## src/rtl/text_bounce_ctrl.sv

```systemverilog
// Frame-rate motion controller for on-screen text: blinks the string in place after start,
// then bounces it horizontally between X_MIN and X_MAX, dwelling at each limit.
module text_bounce_ctrl #(
   parameter int X_MIN        = 0,
   parameter int X_MAX        = 528,
   parameter int Y_POS        = 224,
   parameter int STEP         = 2,
   parameter int PAUSE_FRAMES = 30,
   parameter int BLINK_HALF   = 15,
   parameter int BLINK_COUNT  = 3
) (
   input  logic       clk_0,
   input  logic       rst,
   input  logic       frame_tick,
   input  logic       start,
   input  logic       stop,
   output logic [9:0] x_pos,
   output logic [9:0] y_pos,
   output logic       visible,
   output logic       dir,
   output logic       busy
);

   typedef enum logic [1:0] {IDLE, BLINK, SCROLL, PAUSE} state_t;

   localparam logic [10:0] X_MIN_W    = 11'(X_MIN);
   localparam logic [10:0] X_MAX_W    = 11'(X_MAX);
   localparam logic [10:0] STEP_W     = 11'(STEP);
   localparam logic [10:0] HALF_LAST  = 11'(BLINK_HALF - 1);
   localparam logic [10:0] HALF_TOTAL = 11'(2 * BLINK_COUNT);
   localparam logic [10:0] PAUSE_LAST = 11'(PAUSE_FRAMES - 1);

   state_t      state_reg, state_next;
   logic [9:0]  x_reg, x_next;
   logic        visible_reg, visible_next;
   logic        dir_reg, dir_next;
   logic        busy_reg, busy_next;
   logic [10:0] frame_cnt_reg, frame_cnt_next;
   logic [10:0] toggle_cnt_reg, toggle_cnt_next;
   logic [10:0] pause_cnt_reg, pause_cnt_next;

   // Position arithmetic is one bit wider than x_pos so limit tests never wrap.
   logic [10:0] x_wide;
   logic        right_hit, left_hit;

   assign x_wide    = {1'b0, x_reg};
   assign right_hit = (x_wide + STEP_W) >= X_MAX_W;
   assign left_hit  = x_wide <= (X_MIN_W + STEP_W);

   always_ff @(posedge clk_0 or negedge rst) begin
      if (!rst) begin
         state_reg      <= IDLE;
         x_reg          <= 10'(X_MIN);
         visible_reg    <= 1'b1;
         dir_reg        <= 1'b0;
         busy_reg       <= 1'b0;
         frame_cnt_reg  <= '0;
         toggle_cnt_reg <= '0;
         pause_cnt_reg  <= '0;
      end else begin
         state_reg      <= state_next;
         x_reg          <= x_next;
         visible_reg    <= visible_next;
         dir_reg        <= dir_next;
         busy_reg       <= busy_next;
         frame_cnt_reg  <= frame_cnt_next;
         toggle_cnt_reg <= toggle_cnt_next;
         pause_cnt_reg  <= pause_cnt_next;
      end
   end

   always_comb begin
      state_next      = state_reg;
      x_next          = x_reg;
      visible_next    = visible_reg;
      dir_next        = dir_reg;
      frame_cnt_next  = frame_cnt_reg;
      toggle_cnt_next = toggle_cnt_reg;
      pause_cnt_next  = pause_cnt_reg;

      if (state_reg != IDLE && stop) begin
         state_next      = IDLE;
         visible_next    = 1'b1;
         frame_cnt_next  = '0;
         toggle_cnt_next = '0;
         pause_cnt_next  = '0;
      end else begin
         case (state_reg)
            IDLE: begin
               if (start && !stop) begin
                  frame_cnt_next  = '0;
                  toggle_cnt_next = '0;
                  pause_cnt_next  = '0;
                  if (BLINK_COUNT == 0) begin
                     state_next = SCROLL;
                  end else begin
                     state_next   = BLINK;
                     visible_next = 1'b0;
                  end
               end
            end
            BLINK: begin
               if (frame_tick) begin
                  if (frame_cnt_reg == HALF_LAST) begin
                     frame_cnt_next  = '0;
                     toggle_cnt_next = toggle_cnt_reg + 11'd1;
                     // The last half-period ends with the text shown; leave it on and start moving.
                     if (toggle_cnt_reg + 11'd1 == HALF_TOTAL) begin
                        state_next      = SCROLL;
                        visible_next    = 1'b1;
                        toggle_cnt_next = '0;
                     end else begin
                        visible_next = ~visible_reg;
                     end
                  end else begin
                     frame_cnt_next = frame_cnt_reg + 11'd1;
                  end
               end
            end
            SCROLL: begin
               if (frame_tick) begin
                  if (!dir_reg) begin
                     if (right_hit) begin
                        x_next     = 10'(X_MAX);
                        state_next = PAUSE;
                     end else begin
                        x_next = 10'(x_wide + STEP_W);
                     end
                  end else begin
                     if (left_hit) begin
                        x_next     = 10'(X_MIN);
                        state_next = PAUSE;
                     end else begin
                        x_next = 10'(x_wide - STEP_W);
                     end
                  end
               end
            end
            PAUSE: begin
               if (frame_tick) begin
                  if (pause_cnt_reg == PAUSE_LAST) begin
                     pause_cnt_next = '0;
                     dir_next       = ~dir_reg;
                     state_next     = SCROLL;
                  end else begin
                     pause_cnt_next = pause_cnt_reg + 11'd1;
                  end
               end
            end
            default: state_next = IDLE;
         endcase
      end

      busy_next = (state_next != IDLE);
   end

   assign x_pos   = x_reg;
   assign y_pos   = 10'(Y_POS);
   assign visible = visible_reg;
   assign dir     = dir_reg;
   assign busy    = busy_reg;

endmodule

```

## config.mk

```make
export PLATFORM = sky130hd
export DESIGN_NAME = text_bounce_ctrl
export DESIGN_NICKNAME = d
export VERILOG_FILES = /design/src/rtl/text_bounce_ctrl.sv
export SDC_FILE = /design/constraint.sdc
export NUM_CORES = 1
export LEC_CHECK = 0
export CORE_MARGIN = 2
export CORE_UTILIZATION = 58
export CTS_CLUSTER_SIZE = 25
export DETAILED_ROUTE_END_ITERATION = 8
export GPL_TIMING_DRIVEN = 1
export PLACE_DENSITY_LB_ADDON = 0.1
export SLEW_MARGIN = 20
export SYNTH_ARGS = -nofsm -noshare
export SYNTH_HDL_FRONTEND = slang
export SYNTH_SLANG_ARGS = --single-unit
```

## constraint.sdc

```tcl
create_clock -name clk_0 -period 2.7 [get_ports clk_0]
set_input_delay 0.54 -clock clk_0 [delete_from_list [all_inputs] [get_ports clk_0]]
set_output_delay 0.54 -clock clk_0 [all_outputs]
set_load 0.01 [all_outputs]
```

== After elaboration in Yosys (flattened, before gate mapping) ==
Cells that the tools add are included.

* Bitwise gates (word level): 3
* Reduce and logical (&&, ||, !) cells: 13
* $add $sub $neg: 5
* Mux-type cells: 35
* $lt $le $gt $ge: 2
* Equality and inequality tests: 10

{| class="wikitable"
|+ Operators with widths
! cell !! count
|-
| 11-bit 2-to-1 mux || 11
|-
| 11-bit one-hot mux with 2 select lines || 3
|-
| 11-bit by 1-bit adder with 11-bit output (second input constant) || 3
|-
| 10-bit 2-to-1 mux || 3
|-
| 2-bit 2-to-1 mux || 11
|-
| 3-bit != test (second input constant) || 4
|-
| 10-bit by 2-bit adder with 11-bit output (second input constant) || 1
|-
| 11-bit by 3-bit equality test with 1-bit output (second input constant) || 1
|-
| 11-bit by 4-bit equality test with 1-bit output (second input constant) || 1
|-
| 11-bit by 5-bit equality test with 1-bit output (second input constant) || 1
|-
| 11-bit by 10-bit greater-or-equal comparator with 1-bit output (second input constant) || 1
|-
| 10-bit by 2-bit less-or-equal comparator with 1-bit output (second input constant) || 1
|-
| 10-bit by 2-bit subtractor with 10-bit output (second input constant) || 1
|-
| 3-bit AND reduction || 3
|-
| 2-bit one-hot mux with 4 select lines || 1
|-
| 4-bit AND reduction || 2
|-
| 3-bit nonzero test || 2
|-
| 1-bit 2-to-1 mux || 5
|-
| 2-bit equality test (second input constant) || 2
|-
| 2-bit nonzero test || 2
|-
| 1-bit NOT || 3
|-
| 2-bit by 1-bit equality test with 1-bit output (second input constant) || 1
|-
| 1-bit logical AND || 2
|-
| 2-bit logical NOT || 1
|-
| 2 further kinds || 2
|}

* Bits in registers: 48
* Input bits: 5

== Longest topological paths before layout ==
Gate-level depths: netlist of the first run.

* Depth in word-level cells: 8
* Mapped depth: 9
* Depth with buffers taken out: 8

== Worst setup path before layout of the first run ==
Ideal clock, no wire load.

* Kind: flip-flop to flip-flop
* Start: reg x_reg[1], in the netlist x_pos[1]
* End: reg x_reg[2], in the netlist x_pos[2]
* Slack: 595 ps
* Arrival time: 2,023 ps
* Library setup time: 83 ps
* Path buffers: 0
* Cell stages (with the launch flop): 8
* Clock period less this slack: 2,105 ps
* Cell sequence: dfrtp_1 > ha_1 > and4_1 > or4_1 > nand3_1 > a22oi_1 > mux2_2 > o21ai_0

* Cells in the longest elaborated chain, start to end: 4
* Elaborated cells between the ends (all ways): 7
* Those cells by class: 2 x add/sub; 2 x order compare; 3 x mux

{| class="wikitable"
|+ RTL lines
! what !! line !! text
|-
| from (decl) || 34 || <nowiki>logic [9:0] x_reg, x_next;</nowiki>
|-
| from (signal assigned) || 53 || <nowiki>x_reg <= 10'(X_MIN);</nowiki>
|-
| from (signal assigned) || 62 || <nowiki>x_reg <= x_next;</nowiki>
|-
| 10-bit by 2-bit adder with 11-bit output || 127 || <nowiki>x_next = 10'(x_wide + STEP_W);</nowiki>
|-
| 11-bit by 10-bit greater-or-equal comparator with 1-bit output || 47 || <nowiki>assign right_hit = (x_wide + STEP_W) >= X_MAX_W;</nowiki>
|-
| 10-bit 2-to-1 mux || 123 || <nowiki>if (right_hit) begin</nowiki>
|-
| 10-bit 2-to-1 mux * || 122 || <nowiki>if (!dir_reg) begin</nowiki>
|}

Every way passes the cells marked *; elsewhere a longest branch is shown, timed or not.
A chain may end at the register's enable or synchronous reset.

== Worst setup path after layout of the first run ==
* Start: reg pause_cnt_reg[1]
* End: reg pause_cnt_reg[10]

* Cells in the longest elaborated chain, start to end: 5
* Elaborated cells between the ends (all ways): 6
* Those cells by class: 1 x add/sub; 1 x eq/ne; 4 x mux

{| class="wikitable"
|+ RTL lines
! what !! line !! text
|-
| from (decl) || 40 || <nowiki>logic [10:0] pause_cnt_reg, pause_cnt_next;</nowiki>
|-
| from (signal assigned) || 68 || <nowiki>pause_cnt_reg <= pause_cnt_next;</nowiki>
|-
| 11-bit by 1-bit adder with 11-bit output / 11-bit by 5-bit equality test with 1-bit output (equally long branches) || 146, 141 ||
|-
| 11-bit 2-to-1 mux * || 141 || <nowiki>if (pause_cnt_reg == PAUSE_LAST) begin</nowiki>
|-
| 11-bit 2-to-1 mux * || 140 || <nowiki>if (frame_tick) begin</nowiki>
|-
| 11-bit one-hot mux with 2 select lines * || 88 || <nowiki>case (state_reg)</nowiki>
|-
| 11-bit 2-to-1 mux * || 81 || <nowiki>if (state_reg != IDLE && stop) begin</nowiki>
|}

Every way passes the cells marked *; elsewhere a longest branch is shown, timed or not. The select of a mux whose other input is x is not followed.

==> impl_metrics.py, run 1 <==
metrics = {
    "outcome": {
        "status": "finished, final reports clean",
    },
    "placement": {
        "dp.cells": 446,
        "place_area_mm2": 0.003322,
        "port_buffers": 16,
        "hpwl_mm": 4.619,
        "gp_congestion": 0.8507,
        "place_ws_ps": 107.7,
    },
    "routing": {
        "antenna_left": 0,
        "first_pass_iters": 5,
        "viasPerCell": 5.874,
        "drc": 0,
        "wl_mm": 6.387,
        "wl_per_cell_um": 14.07,
        "vias": 2667,
        "drt_iter0_markers": 111,
    },
    "global_route": {
        "grt_overflow": 0,
        "gr-usage-all-layers": 0.2411,
        "grt_pass1_vias": 2596,
        "grt_pass1_wl_mm": 11.86,
        "antenna_found_initial": 0,
        "grt_max_degree": 31,
    },
    "synthesis": {
        "seq_area_frac_synth": 0.3814,
        "synth_area_leaders": "dfrtp_1 (37%), o21ai_0 (6.5%), ha_1 (3.6%), nor2_1 (3.6%), nand2_1 (3.4%)",
        "yosys.area.top_type": "dfrtp_1",
        "synth_top_flop_cell": "dfrtp_1",
        "async_flop_share": 1.000,
        "yosys.area_share.simple": 0.2655,
        "synth_fa_ha_area_frac": 0.03648,
        "yosys-mux-area-fraction": 0.006891,
        "synthCells": 363,
        "synth_top_family_by_area": "simple AND/OR/NAND/NOR gates",
        "syn_avg_cell_area_um2": 8.503,
        "synth_seq_cells": 47,
        "synth_top_area_share": 0.3729,
        "synth_edf_count": 0,
        "ys_warn_count": 0,
        "synth_area_mm2": 0.003087,
        "synth-xor-area-share": 0.03689,
        "synth-compound-area-share": 0.1998,
        "synth_cell_types": 63,
    },
    "power_and_ir_drop": {
        "vdd.ir_drop.worst_mv": 0.3079,
        "p_leak_nw": 1.384,
        "total_power_mw": 1.277,
        "powerDensity_mw_per_mm2": 374.6,
    },
    "clocking": {
        "insertion_delay_ps": 300,
        "cts_buffer_depth": 2,
        "cts_setup_buffers": 0,
        "cts_resized": 0,
        "cts_sinks": 47,
        "cts_buffers": 5,
        "cts_tree": "done",
        "cts_max_level": 2,
        "path_clk_slew_ps": 90,
        "root_buffer": "clkbuf_8",
        "hold_buffers": 0,
    },
    "sta": {
        "drv_slew": 0,
        "rsz0062_at_grt": "no",
        "worstMarginPinSlew_ps": 678.9,
        "finalClockSkew_ps": 7.737,
        "setup_viol": 0,
        "hold_violations": 0,
        "postLayoutSetupSlackWorst_ps": 385.5,
        "fmax_mhz": 432.1,
        "fin_crit_sh": 0.8572,
        "finalSetupTns_ps": 0,
        "fin_crit_ps": 2315,
        "maxSlewHeadroom": 0.5474,
    },
    "worst_setup_path": {
        "r2r_slack_ps": 390,
        "cpPeakStageDelay_ps": 580,
        "r2r_start": "pause_cnt_reg[1]$_DFFE_PN0P_",
        "crit_path_cell_trace": "inv_1 > ha_1 > or4b_2 > nor3_1 > nand3b_1 > and2_1 > nor2_1",
        "required_ps": 2890,
        "endpoint_kind": "register",
        "reg2reg_to": "pause_cnt_reg[10]$_DFFE_PN0P_",
        "critical_path.slowest_cell": "or4b_2",
        "cp_top_family": "simple AND/OR/NAND/NOR gates",
        "critPathBufInv": 1,
        "worstSetupStartpointType": "register",
        "crit_type": "reg -> reg",
        "r2r_cells": 7,
        "cp.arrival_ps": 2500,
        "path_max_fanout": 7,
    },
    "die": {
        "io_pins": 28,
        "die_w_um": 76.95,
        "core_region_area_mm2": 0.005107,
        "chipHeight_um": 76.95,
        "rows": 26,
        "start_util": 0.6044,
        "dieArea_mm2": 0.005921,
    },
    "layout": {
        "layout-drive-gt1-share": 0.1120,
        "area_growth_pct": 10.46,
        "diodes": 0,
        "multi_input_area_mm2": 0.001725,
        "nets": 397,
        "design_area_mm2": 0.003410,
        "fillCellCount": 477,
        "stdcell_count": 454,
        "regArea_mm2": 0.001177,
    },
    "min_path": {
        "hold_path.class": "in -> async",
    },
    "run": {
        "cap_violations": 0,
    },
}
## worst register-to-register path: stages (launching register included)
cell	delay, ps
dfrtp_1	420
inv_1	90
ha_1	140
or4b_2	580
nor3_1	360
nand3b_1	220
and2_1	300
nor2_1	90
## placed cells by master, fill, tap and decap left out, types with 9 or more instances in the layout
cell,n
nand2_1,28
nor3_1,14
dfrtp_1,46
ha_1,9
and3_1,9
nand4_1,10
o21ai_0,40
buf_4,18
nor2_1,30
inv_1,10
nand3_1,15
a21oi_1,20
clkdlybuf4s50_1,15
conb_1,11
or3_1,9
xnor2_1,9
## worst max path at each step
stage	startpoint	endpoint	slack (ps)	depth (start not counted)
after floorplan	x_pos[1]$_DFFE_PN0P_	x_pos[2]$_DFFE_PN0P_	590	7
after global placement	start	pause_cnt_reg[9]$_DFFE_PN0P_	150	6
after detailed placement	start	pause_cnt_reg[9]$_DFFE_PN0P_	110	6
after CTS	pause_cnt_reg[1]$_DFFE_PN0P_	pause_cnt_reg[10]$_DFFE_PN0P_	340	7
after global routing	x_pos[5]$_DFFE_PN0P_	x_pos[3]$_DFFE_PN0P_	210	6
final	pause_cnt_reg[1]$_DFFE_PN0P_	pause_cnt_reg[10]$_DFFE_PN0P_	390	7
## metal layers
| layer | track usage | up-vias | share of wire |
|---|---|---|---|
| met5 | 0 | - | 0 |
| met4 | 0.07273 | 0 | 0.011 |
| met3 | 0.03765 | 11 | 0.037 |
| met2 | 0.3807 | 57 | 0.47 |
| met1 | 0.3419 | 1272 | 0.48 |
| li1 | - | 1327 | - |
## cell families (layout without fill, tap and decap cells)
family	Yosys count	count (layout)
buffers and inverters	41	53
XOR/XNOR	13	13
adder cells (fa/ha/maj)	9	9
AO/OA/AOI/OAI	97	97
flip-flops	47	47
multiplexers	2	2
other	2	11
AND/OR/NAND/NOR	152	152
## area by class of cell
cell class,count,area share
multi-input cells,284,0.5061
flip-flops and latches,47,0.3453
repair buffers,34,0.08514
well taps,70,0.02569
clock buffers,5,0.02018
inverters,11,0.01211
clock inverters,3,0.005505
## cells in the mapped netlist, types with 9 or more instances
master	number
a21oi_1	20
and3_1	9
buf_4	13
clkbuf_1	9
dfrtp_1	46
ha_1	9
inv_1	10
nand2_1	28
nand3_1	15
nand4_1	10
nor2_1	30
nor3_1	14
o21ai_0	40
or3_1	9
xnor2_1	9
## power breakdown
part	internal, mW	leakage [nW]	switching (mW)	total (mW)
clock network	0.183	0.0483	0.245	0.427
registers	0.716	0.639	0.0153	0.732
logic	0.0449	0.697	0.0731	0.118
total	0.944	1.38	0.333	1.28
## stage by stage
| step | hold WS (ps) | utilization |
|---|---|---|
| after floorplan | 244.4 | - |
| after global placement | 486.1 | 0.6504 |
| after detailed placement | 501.6 | 0.6504 |
| after CTS | 294.1 | 0.6676 |
| after global routing | 319.9 | 0.6676 |
| final | 271.2 | 0.6676 |
(Power assumes the default switching activity.)
==> run 2, diff against run 1 <==
- CORE_MARGIN: 2 -> not set
- REMOVE_ABC_BUFFERS: not set -> 1
==> impl_metrics.py, run 2 (synthesis gave the netlist of run 1 again) <==
metrics = {
    "worst_setup_path": {
        "crit_type": "reg -> reg",
        "r2r_cells": 7,
        "r2r_slack_ps": 400,
        "cp_top_family": "simple AND/OR/NAND/NOR gates",
        "critPathBufInv": 1,
        "crit_end": "pause_cnt_reg[10]$_DFFE_PN0P_",
        "reg2reg_to": "pause_cnt_reg[10]$_DFFE_PN0P_",
        "cpPeakStageDelay_ps": 570,
        "required_ps": 2880,
        "crit_cells": 7,
        "worstSetupStartpointType": "register",
        "critical_path.slowest_cell": "or4b_2",
        "r2r_start": "pause_cnt_reg[1]$_DFFE_PN0P_",
        "endpoint_kind": "register",
        "path_max_fanout": 7,
        "worstSetupStartpoint": "pause_cnt_reg[1]$_DFFE_PN0P_",
        "crit_path_cell_trace": "inv_1 > ha_1 > or4b_2 > nor3_1 > nand3b_1 > and2_1 > nor2_1",
        "cp.arrival_ps": 2490,
    },
    "clocking": {
        "cts_buffer_depth": 2,
        "root_buffer": "clkbuf_8",
        "insertion_delay_ps": 300,
        "cts_setup_buffers": 0,
        "cts_sinks": 47,
        "path_clk_slew_ps": 100,
        "hold_buffers": 0,
        "cts_max_level": 2,
        "cts_resized": 0,
        "cts_tree": "done",
        "cts_buffers": 5,
    },
    "die": {
        "rows": 26,
        "core_region_area_mm2": 0.005107,
        "chipHeight_um": 74.95,
        "start_util": 0.6044,
        "die_w_um": 74.95,
        "io_pins": 28,
        "dieArea_mm2": 0.005618,
    },
    "global_route": {
        "gr-usage-all-layers": 0.2459,
        "grt_overflow": 0,
        "grt_max_degree": 32,
        "grt_pass1_vias": 2351,
        "antenna_found_initial": 0,
        "grt_pass1_wl_mm": 10.67,
    },
    "power_and_ir_drop": {
        "p_leak_nw": 1.386,
        "powerDensity_mw_per_mm2": 389.2,
        "vdd.ir_drop.worst_mv": 0.2146,
    },
    "layout": {
        "area_growth_pct": 10.99,
        "nets": 397,
        "final_cell_mix": "dfrtp_1 (46), o21ai_0 (40), nor2_1 (30)",
        "post-route-util": 0.6708,
        "layout-drive-gt1-share": 0.1120,
        "layout_commonest_cell": "dfrtp_1",
        "diodes": 0,
    },
    "sta": {
        "finalSetupTns_ps": 0,
        "setup_viol": 0,
        "drv_slew": 0,
        "fmax_mhz": 433.9,
        "hold_violations": 0,
        "fin_crit_sh": 0.8537,
        "finalClockSkew_ps": 14.76,
        "worstMarginPinSlew_ps": 710.2,
        "maxSlewHeadroom": 0.5266,
        "rsz0062_at_grt": "no",
        "fin_crit_ps": 2305,
    },
    "outcome": {
        "status": "finished, final reports clean",
    },
    "run": {
        "cap_violations": 0,
    },
    "routing": {
        "vias": 2635,
        "viasPerCell": 5.804,
        "drc": 0,
        "first_pass_iters": 4,
        "drt_iter0_markers": 142,
        "antenna_left": 0,
        "wl_per_cell_um": 14.25,
        "wl_mm": 6.468,
    },
    "placement": {
        "port_buffers": 16,
        "gp_congestion": 0.8281,
        "hpwl_mm": 4.753,
    },
    "min_path": {
        "hold_path.class": "in -> async",
    },
}
==> run 2: area by class of cell <==
| type | count | area, um^2 |
|---|---|---|
| clock buffer | 7 | 96.34 |
| clock inverter | 1 | 7.507 |
| fill | 422 | 1682 |
| inverter | 11 | 41.29 |
| multi-input combinational | 284 | 1725 |
| sequential | 47 | 1177 |
| tap | 70 | 87.58 |
| timing repair buffer | 34 | 290.3 |
==> run 2: layer usage <==
| metal | global-route usage | wire length, um | share of wire |
|---|---|---|---|
| met5 | 0 | 0 | 0 |
| met2 | 0.4194 | 3121 | 0.48 |
| met4 | 0.06080 | 26 | 0.0040 |
| met3 | 0.03347 | 170 | 0.026 |
| met1 | 0.3316 | 3150 | 0.49 |
==> run 2: through the flow <==
step	total power [mW]	area [um^2]	cells	hold WS (ps)	setup slack [ps]
floorplan	0.8039	2944	342	244.4	438.9
global placement	0.8632	3322	446	484.2	175.6
detailed placement	0.8679	3322	446	508.7	105.6
CTS	1.339	3426	454	304.0	378.2
global route	1.378	3426	454	340.8	216.8
finish	1.333	3426	454	275.5	395.1
==> run 2: worst min-delay path by stage <==
stage	end	slack [ps]	startpoint
2_1_floorplan	busy$_DFF_PN0_	240	rst
3_3_place_gp	toggle_cnt_reg[10]$_DFFE_PN0P_	480	toggle_cnt_reg[10]$_DFFE_PN0P_
3_5_place_dp	toggle_cnt_reg[10]$_DFFE_PN0P_	510	toggle_cnt_reg[10]$_DFFE_PN0P_
4_1_cts	frame_cnt_reg[6]$_DFFE_PN0P_	300	rst
5_1_grt	frame_cnt_reg[6]$_DFFE_PN0P_	340	rst
6_report	frame_cnt_reg[4]$_DFFE_PN0P_	280	rst
==> run 2: where the power goes <==
group	total, mW	internal, mW	leakage [nW]	switching [mW]
Clock	0.481	0.234	0.0505	0.247
Sequential	0.732	0.716	0.639	0.0152
Combinational	0.121	0.0460	0.697	0.0750
==> run 3, diff against run 2 <==
==> constraint.sdc (replaced) <==
create_clock -name clk_0 -period 2.7 [get_ports clk_0]
set_input_delay 0.54 -clock clk_0 [delete_from_list [all_inputs] [get_ports clk_0]]
set_output_delay 0.54 -clock clk_0 [all_outputs]
set_load 0.005 [all_outputs]
==> results of run 3 <==
The final DEF is identical to that of run 2. Status: finished, final reports clean.
Among the figures that moved: total power 1.333 mW -> 1.328 mW
